<file path="src/rtl/norm_approx_mult_pkg.sv">
//------------------------------------------------------------------------------
// norm_approx_mult_pkg : FSM state type and width helpers for norm_approx_mult
// Revision: 1.0
//------------------------------------------------------------------------------
`default_nettype none

package norm_approx_mult_pkg;

   typedef enum logic [2:0] {
      ST_IDLE  = 3'd0,
      ST_NORM  = 3'd1,
      ST_MULT  = 3'd2,
      ST_SHIFT = 3'd3,
      ST_DONE  = 3'd4
   } state_t;

   function automatic int cnt_width(input int n);
      return $clog2(2 * n);
   endfunction

   function automatic int prod_width(input int k);
      return 2 * k;
   endfunction

   function automatic bit params_ok(input int n, input int k);
      return (n >= 4) && (k >= 2) && (2 * k <= n);
   endfunction

endpackage

`default_nettype wire

</file>
<file path="src/rtl/norm_approx_mult_lead_norm_reg.sv">
//------------------------------------------------------------------------------
// lead_norm_reg : loadable left-normalising shift register with MSB flag and
//                 saturating shift counter.  Revision: 1.0
//------------------------------------------------------------------------------
`default_nettype none

module lead_norm_reg #(
   parameter  int N  = 16,
   localparam int SW = $clog2(N)
) (
   input  logic          clk,
   input  logic          rst,
   input  logic          i_load,
   input  logic [N-1:0]  i_d,
   input  logic          i_shift,
   output logic [N-1:0]  o_q,
   output logic          o_msb,
   output logic [SW-1:0] o_cnt
);

   logic [N-1:0]  r_q;
   logic [SW-1:0] r_cnt;

   always_ff @(posedge clk) begin
      if (!rst) begin
         r_q   <= '0;
         r_cnt <= '0;
      end else if (i_load) begin
         r_q   <= i_d;
         r_cnt <= '0;
      end else if (i_shift && !r_q[N-1]) begin
         r_q <= r_q << 1;
         if (r_cnt != '1)
            r_cnt <= r_cnt + SW'(1);
      end
   end

   assign o_q   = r_q;
   assign o_msb = r_q[N-1];
   assign o_cnt = r_cnt;

endmodule

`default_nettype wire

</file>
<file path="src/rtl/norm_approx_mult.sv">
//------------------------------------------------------------------------------
// norm_approx_mult : self-sequenced normalise / K-bit multiply / denormalise
//   approximate multiplier. Optional macro NORM_APPROX_MULT_ROUND_EN.
// Revision: 1.0
//------------------------------------------------------------------------------
`default_nettype none

module norm_approx_mult
   import norm_approx_mult_pkg::*;
#(
   parameter int N = 16,
   parameter int K = 8
) (
   input  logic         clk,
   input  logic         rst,
   input  logic         start,
   input  logic [N-1:0] inp_1,
   input  logic [N-1:0] inp_2,
   output logic         busy,
   output logic         done,
   output logic [N-1:0] result,
   output logic         exact
);

   localparam int CW  = cnt_width(N);
   localparam int PW  = prod_width(K);
   localparam int PAD = N - PW;
   localparam int SW  = $clog2(N);

   if (!params_ok(N, K)) begin : g_param_check
      $error("norm_approx_mult: requires N >= 4 and 2 <= K <= N/2");
   end

   state_t         r_state, w_next;
   logic [N-1:0]   w_ra, w_rb;
   logic           w_msb_a, w_msb_b;
   logic [SW-1:0]  w_sa, w_sb;
   logic           w_load, w_norm, w_zero_op;
   logic [K-1:0]   w_ma, w_mb;
   logic [PW-1:0]  w_prod;
   logic [N-1:0]   w_prod_al, w_final;
   logic [N-1:0]   r_acc, r_result;
   logic [CW-1:0]  r_cnt;
   logic           r_exact_m, r_exact;

   assign w_load    = (r_state == ST_IDLE) && start;
   assign w_norm    = (r_state == ST_NORM);
   assign w_zero_op = (inp_1 == '0) || (inp_2 == '0);

   lead_norm_reg #(.N(N)) u_norm_a (
      .clk(clk), .rst(rst), .i_load(w_load), .i_d(inp_1), .i_shift(w_norm),
      .o_q(w_ra), .o_msb(w_msb_a), .o_cnt(w_sa)
   );

   lead_norm_reg #(.N(N)) u_norm_b (
      .clk(clk), .rst(rst), .i_load(w_load), .i_d(inp_2), .i_shift(w_norm),
      .o_q(w_rb), .o_msb(w_msb_b), .o_cnt(w_sb)
   );

   assign w_ma      = w_ra[N-1 -: K];
   assign w_mb      = w_rb[N-1 -: K];
   assign w_prod    = {{K{1'b0}}, w_ma} * {{K{1'b0}}, w_mb};
   assign w_prod_al = N'(w_prod) << PAD;

`ifdef NORM_APPROX_MULT_ROUND_EN
   logic         r_lost;
   logic [N:0]   w_sum;

   // Round half-up on the last bit shifted out, clamped to all-ones
   assign w_sum   = {1'b0, r_acc} + (N+1)'(r_lost);
   assign w_final = w_sum[N] ? '1 : w_sum[N-1:0];

   always_ff @(posedge clk) begin
      if (!rst)
         r_lost <= 1'b0;
      else if (r_state == ST_MULT)
         r_lost <= 1'b0;
      else if (r_state == ST_SHIFT && r_cnt != '0)
         r_lost <= r_acc[0];
   end
`else
   assign w_final = r_acc;
`endif

   always_ff @(posedge clk) begin
      if (!rst)
         r_state <= ST_IDLE;
      else
         r_state <= w_next;
   end

   always_comb begin
      w_next = r_state;
      case (r_state)
         ST_IDLE:  if (start) w_next = w_zero_op ? ST_DONE : ST_NORM;
         ST_NORM:  if (w_msb_a && w_msb_b) w_next = ST_MULT;
         ST_MULT:  w_next = ST_SHIFT;
         ST_SHIFT: if (r_cnt == '0) w_next = ST_DONE;
         ST_DONE:  w_next = ST_IDLE;
         default:  w_next = ST_IDLE;
      endcase
   end

   always_ff @(posedge clk) begin
      if (!rst) begin
         r_acc     <= '0;
         r_cnt     <= '0;
         r_exact_m <= 1'b0;
         r_result  <= '0;
         r_exact   <= 1'b0;
      end else begin
         case (r_state)
            ST_IDLE: begin
               if (start && w_zero_op) begin
                  r_result <= '0;
                  r_exact  <= 1'b1;
               end
            end
            ST_MULT: begin
               r_acc     <= w_prod_al;
               r_cnt     <= CW'(w_sa) + CW'(w_sb);
               r_exact_m <= (w_ra[N-K-1:0] == '0) && (w_rb[N-K-1:0] == '0);
            end
            ST_SHIFT: begin
               if (r_cnt == '0) begin
                  r_result <= w_final;
                  r_exact  <= r_exact_m;
               end else begin
                  r_acc <= r_acc >> 1;
                  r_cnt <= r_cnt - CW'(1);
               end
            end
            default: ;
         endcase
      end
   end

   assign busy   = (r_state != ST_IDLE);
   assign done   = (r_state == ST_DONE);
   assign result = r_result;
   assign exact  = r_exact;

endmodule

`default_nettype wire
</file>
<file path="config.mk">
export PLATFORM = sky130hd
export DESIGN_NAME = norm_approx_mult
export DESIGN_NICKNAME = d
export VERILOG_FILES = /design/src/rtl/norm_approx_mult_pkg.sv /design/src/rtl/norm_approx_mult_lead_norm_reg.sv /design/src/rtl/norm_approx_mult.sv
export SDC_FILE = /design/constraint.sdc
export NUM_CORES = 1
export LEC_CHECK = 0
export BUFFER_PORTS_ARGS = -buffer_cell sky130_fd_sc_hd__buf_4
export CORE_UTILIZATION = 52
export CTS_CLUSTER_SIZE = 40
export DETAILED_ROUTE_END_ITERATION = 6
export PLACE_DENSITY = 0.71
export SKIP_CTS_REPAIR_TIMING = 1
export SYNTH_ARGS = -nofsm -noshare
export SYNTH_HDL_FRONTEND = slang
export SYNTH_HIERARCHICAL = 1
export SYNTH_SLANG_ARGS = --single-unit
</file>
<file path="constraint.sdc">
create_clock -name clk -period 11.26 [get_ports clk]
set_clock_uncertainty 0.05 [all_clocks]
set_input_delay 1.126 -clock clk [delete_from_list [all_inputs] [get_ports clk]]
set_output_delay 1.126 -clock clk [all_outputs]
set_load 0.02 [all_outputs]
</file>
* Word-level counts from Yosys, hierarchy flattened
Index checks and enable logic that the tools add are counted.
Storage, ports and cells: flip-flop bits (word level) 82
Cells by class: add/sub/neg operators 4, $mul 1, equality and inequality tests 11, multiplexer cells 19, bitwise gates (word level) 1, reductions and logical operators 26
Operators by type and width (count):
- 2-to-1 mux 16 bit | 7
- case mux 16 bit (2 select lines) | 2
- logical NOT 16 bit | 2
- logical NOT 8 bit | 2
- multiplier 8 x 8 -> 16 bit | 1
- 2-to-1 mux 3 bit | 4
- case mux 3 bit (4 select lines) | 1
- case mux 5 bit (2 select lines) | 1
- adder 4 x 1 -> 4 bit, second input constant | 2
- != test 2 bit, second input constant | 4
- != test 4 bit, second input constant | 2
- nonzero test 2 bit | 4
- equality test 3 x 2 -> 1 bit, second input constant | 2
- logical AND 1 bit | 6
- AND reduction 2 bit | 3
- AND reduction 3 bit | 2
- adder 4 x 4 -> 5 bit | 1
- logical NOT 5 bit | 1
- 2-to-1 mux 5 bit | 1
- subtractor 5 x 1 -> 5 bit, second input constant | 1
- equality test 3 x 1 -> 1 bit, second input constant | 1
- equality test 3 bit, second input constant | 1
- logical NOT 3 bit | 1
- nonzero test 3 bit | 1
- 7 further kinds | 9

* Logic depth before layout (Yosys ltp)
depth in word-level cells 5, mapped depth 16

* Hierarchy
Netlist, hierarchy kept.
By module, submodules not included:
- norm_approx_mult | times used 1, cells each 472, area each 4125.2 um^2
- lead_norm_reg | times used 2, cells each 111, area each 864.6 um^2

* Least setup slack after synthesis
Ideal clock, no wire load.
path kind reg2reg, start reg u_norm_b.r_q[15], in the netlist u_norm_b/o_q[15], end reg r_acc[12], setup time 132 ps, arrival time 4092 ps, path slack 6987 ps, cell stages (with the launch flop) 16, buffers on the path 1, period minus slack after synthesis 4273 ps, cells stage by stage dfxtp_1 buf_4 nand2_1 fa_1 fa_1 inv_1 fa_1 inv_1 fa_1 inv_1 ha_1 or4_1 o211a_1 a21boi_0 xor2_1 a21oi_1
Between the ends: longest elaborated chain between the ends 2
RTL lines:
- from (decl) | line norm_approx_mult_lead_norm_reg.sv:21 | logic [N-1:0] r_q;
- from (signal assigned) | line norm_approx_mult_lead_norm_reg.sv:29 | r_q <= i_d;
- from (signal assigned) | line norm_approx_mult_lead_norm_reg.sv:32 | r_q <= r_q << 1;
- multiplier 8 x 8 -> 16 bit | line norm_approx_mult.sv:62 | assign w_prod = {{K{1'b0}}, w_ma} * {{K{1'b0}}, w_mb};
- case mux 16 bit (2 select lines) | line norm_approx_mult.sv:112 | case (r_state)
- to (signal assigned) | line norm_approx_mult.sv:120 | r_acc <= w_prod_al;
- to (signal assigned) | line norm_approx_mult.sv:129 | r_acc <= r_acc >> 1;
- to (decl) | line norm_approx_mult.sv:42 | logic [N-1:0] r_acc, r_result;
Every way passes these cells. A chain may end at the register's enable or synchronous reset.

* Worst setup path after layout
Same ends and word-level chain as after synthesis.

==> results.json <==
{
  "slowest_delay_ns": 0.56,
  "totalPowerFinal_mw": 0.741,
  "clkLatencyLatePin_ns": 0.38,
  "ff_latch_area_sq_um": 1640,
  "setup_tns_ns": 0,
  "critical_path_arrival_ns": 4.79,
  "vias": 5116,
  "fmax_mhz": 219,
  "slew_headroom_pct": 29.2,
  "syn_to_final_growth_pct": 10.3,
  "dieWidth_microns": 108,
  "cts_max_level": 3,
  "r2r_start": "u_norm_b/o_q[15]",
  "ys_warn_count": 6,
  "num_io_pins": 54,
  "nNetsFinal": 843,
  "drc": 0,
  "rsz0062_at_grt": "false",
  "synth_edf_count": 0,
  "finalCriticalPeriod_ns": 4.57,
  "cts.sinks": 82,
  "power.density_nw_per_um2": 115,
  "synth-async-reset-ratio_pct": 0,
  "netlist_area_sq_um": 5850,
  "synth.distinct_cells": 55,
  "cpLargestDelayFamily": "adder cells",
  "synth_most_common_cell": "nand2_1",
  "whs_path_depth": 2,
  "synthCells": 694,
  "critPathSlowestCell": "dfxtp_1",
  "ys_seq_area_share_pct": 28.0,
  "drive_gt1_share_pct": 10.5,
  "cts_tree": "built",
  "ys_top_cells_by_area": "dfxtp_1, fa_1, ha_1, nand2_1, and2_1",
  "fin_ws_ns": 6.69,
  "path_clk_slew_ns": 0.08,
  "detail_route.wl_per_cell_microns": 15.7,
  "r2r-end": "r_acc[12]",
  "yosysTopAreaCell": "dfxtp_1",
  "setup_viol": 0,
  "critical_path.startpoint_type": "flop",
  "status": "complete, no violations",
  "min_period_over_period_pct": 40.6,
  "yosys-top-cells-count": "nand2_1, dfxtp_1, inv_1",
  "gr-total-overflow": 0,
  "gp_congestion": 0.873,
  "core_area_sq_um": 10900,
  "netlist.area_leader.share_pct": 28.0,
  "dp_slack_ns": 6.75,
  "ir_drop_mv": 0.0974,
  "drv_cap": 0,
  "initial_utilization_pct": 53.8,
  "syn_nets": 810,
  "antenna_found_initial": 0,
  "worst-setup-path-type": "flop to flop",
  "hold_path_class": "flop to flop",
  "grt_start_max_net_pins": 67,
  "crit_required_ns": 11.48,
  "multi_input_area_sq_um": 3790,
  "grt_pass1_vias": 4726,
  "io_buffers": 53,
  "reg2reg_slack_ns": 6.69,
  "synth_ff_type": "dfxtp_1",
  "die_height_microns": 108,
  "antenna_cells": 0,
  "dp_hpwl_microns": 10400,
  "cp_max_fo": 13,
  "fillers": 979,
  "max_slew.worst_pin.slew_ns": 1.06,
  "drtIter0Drc": 346,
  "grt.total_usage_pct": 25.0,
  "drtAntennaViolNets": 0,
  "cp_num_buf_inv": 3,
  "hold_viol": 0,
  "via_per_inst": 5.87,
  "critPathCaptureType": "flop",
  "slew_violations": 0,
  "cp_common_cell": "fa_1",
  "wl_microns": 13700,
  "hold_end": "r_acc[4]",
  "r2r_cells": 14,
  "first_pass_iters": 5,
  "worstHoldStart": "r_acc[4]",
  "p_leak_nw": 2.91,
  "grt_pass1_wl_microns": 22900,
  "dieArea_sq_um": 11700,
  "avgSynthCellArea_sq_um": 8.44,
  "cts_buffer_depth": 2,
  "ys_seq_elements": 82,
  "fp-row-count": 38,
  "crit_chain": "nand2_1 > fa_1 > fa_1 > inv_1 > fa_1 > inv_1 > fa_1 > inv_1 > ha_1 > or4_1 > o211a_1 > a21boi_0 > xor2_1 > a21oi_1",
  "cts_root_buf": "clkbuf_8",
  "numCtsBuffers": 9
}
## per-layer routing
metal,vias to the layer above,part of all wire [%],GRT usage (%)
met4,0,2.4,9.69
met1,2464,47,34.5
li1,2481,-,-
met3,28,4.3,5.24
met2,143,47,38.3
met5,-,0,0
## tightest hold or removal path, cell delays in order, from the launching register on
cell	delay, ns
dfxtp_1	0.33
nand2_1	0.05
a21boi_0	0.06
## cells by family (layout without fill, tap and decap cells)
family / after synthesis / in the layout / synth area share (%)
AND/OR/NAND/NOR: 251 / 251 / 22.0
AO/OA/AOI/OAI: 175 / 175 / 19.3
buffers and inverters: 96 / 134 / 7.27
flip-flops: 82 / 82 / 28.0
adder cells (fa/ha/maj): 81 / 81 / 22.1
XOR/XNOR: 9 / 9 / 1.35
## flip-flops by register name (all words and copies together), names as in the netlist
register	flops
exact	1
r_acc	16
r_cnt	5
r_exact_m	1
r_state	3
result	16
u_norm_a/o_cnt	4
u_norm_a/o_q	16
u_norm_b/o_cnt	4
u_norm_b/o_q	16
## worst max path at each step
stage	start	end	slack, ns	cells after the start
final	u_norm_b/o_q[15]	r_acc[12]	6.69	14
after global placement	u_norm_b/o_q[15]	r_acc[12]	6.84	14
after floorplan	u_norm_b/o_q[15]	r_acc[12]	6.99	15
after global routing	u_norm_b/o_q[15]	r_acc[12]	6.48	14
after CTS	u_norm_b/o_q[15]	r_acc[12]	6.72	14
after detailed placement	u_norm_b/o_q[15]	r_acc[12]	6.75	14
## cell type report
type | instances | share of cell area [%]
Clock buffer | 12 | 2.25
Clock inverter | 4 | 0.756
Inverter | 61 | 3.55
Multi-Input combinational cell | 516 | 58.7
Sequential cell | 82 | 25.4
Tap cell | 140 | 2.71
Timing Repair Buffer | 57 | 6.63
## power breakdown
| part | total (mW) | internal (mW) | switching, mW |
|---|---|---|---|
| clock network | 0.222 | 0.109 | 0.113 |
| registers | 0.335 | 0.307 | 0.0283 |
| logic | 0.184 | 0.0751 | 0.109 |
| total | 0.741 | 0.491 | 0.250 |
## metrics by stage
stage                     hold WS (ns)  area, sq um  instances  util [%]
after floorplan                  0.393         5850        694         -
after global placement           0.408         6260        856      57.5
after detailed placement         0.418         6260        856      57.5
after CTS                        0.437         6450        872      59.3
after global routing             0.453         6450        872      59.3
final                            0.435         6450        872      59.3
## cells in the final DEF, fill, tap and decap left out, types with 3 or more instances in the layout
cell type,instances
nand2_1,102
dfxtp_1,82
inv_1,61
buf_4,57
and2_1,53
o21ai_0,53
ha_1,44
fa_1,37
a31oi_1,30
a21oi_1,27
nand3_1,18
a22o_1,16
nor4_1,15
nor3_1,13
clkbuf_8,10
nor2_1,9
nor2b_1,7
a211oi_1,7
a21boi_0,7
xnor2_1,7
o211ai_1,6
o211a_1,6
nand4_1,5
and3_1,5
nand2b_1,5
or3_1,4
nor3b_1,3
nand3b_1,3
a41oi_1,3
No activity file was read; power rests on OpenSTA's default activity.
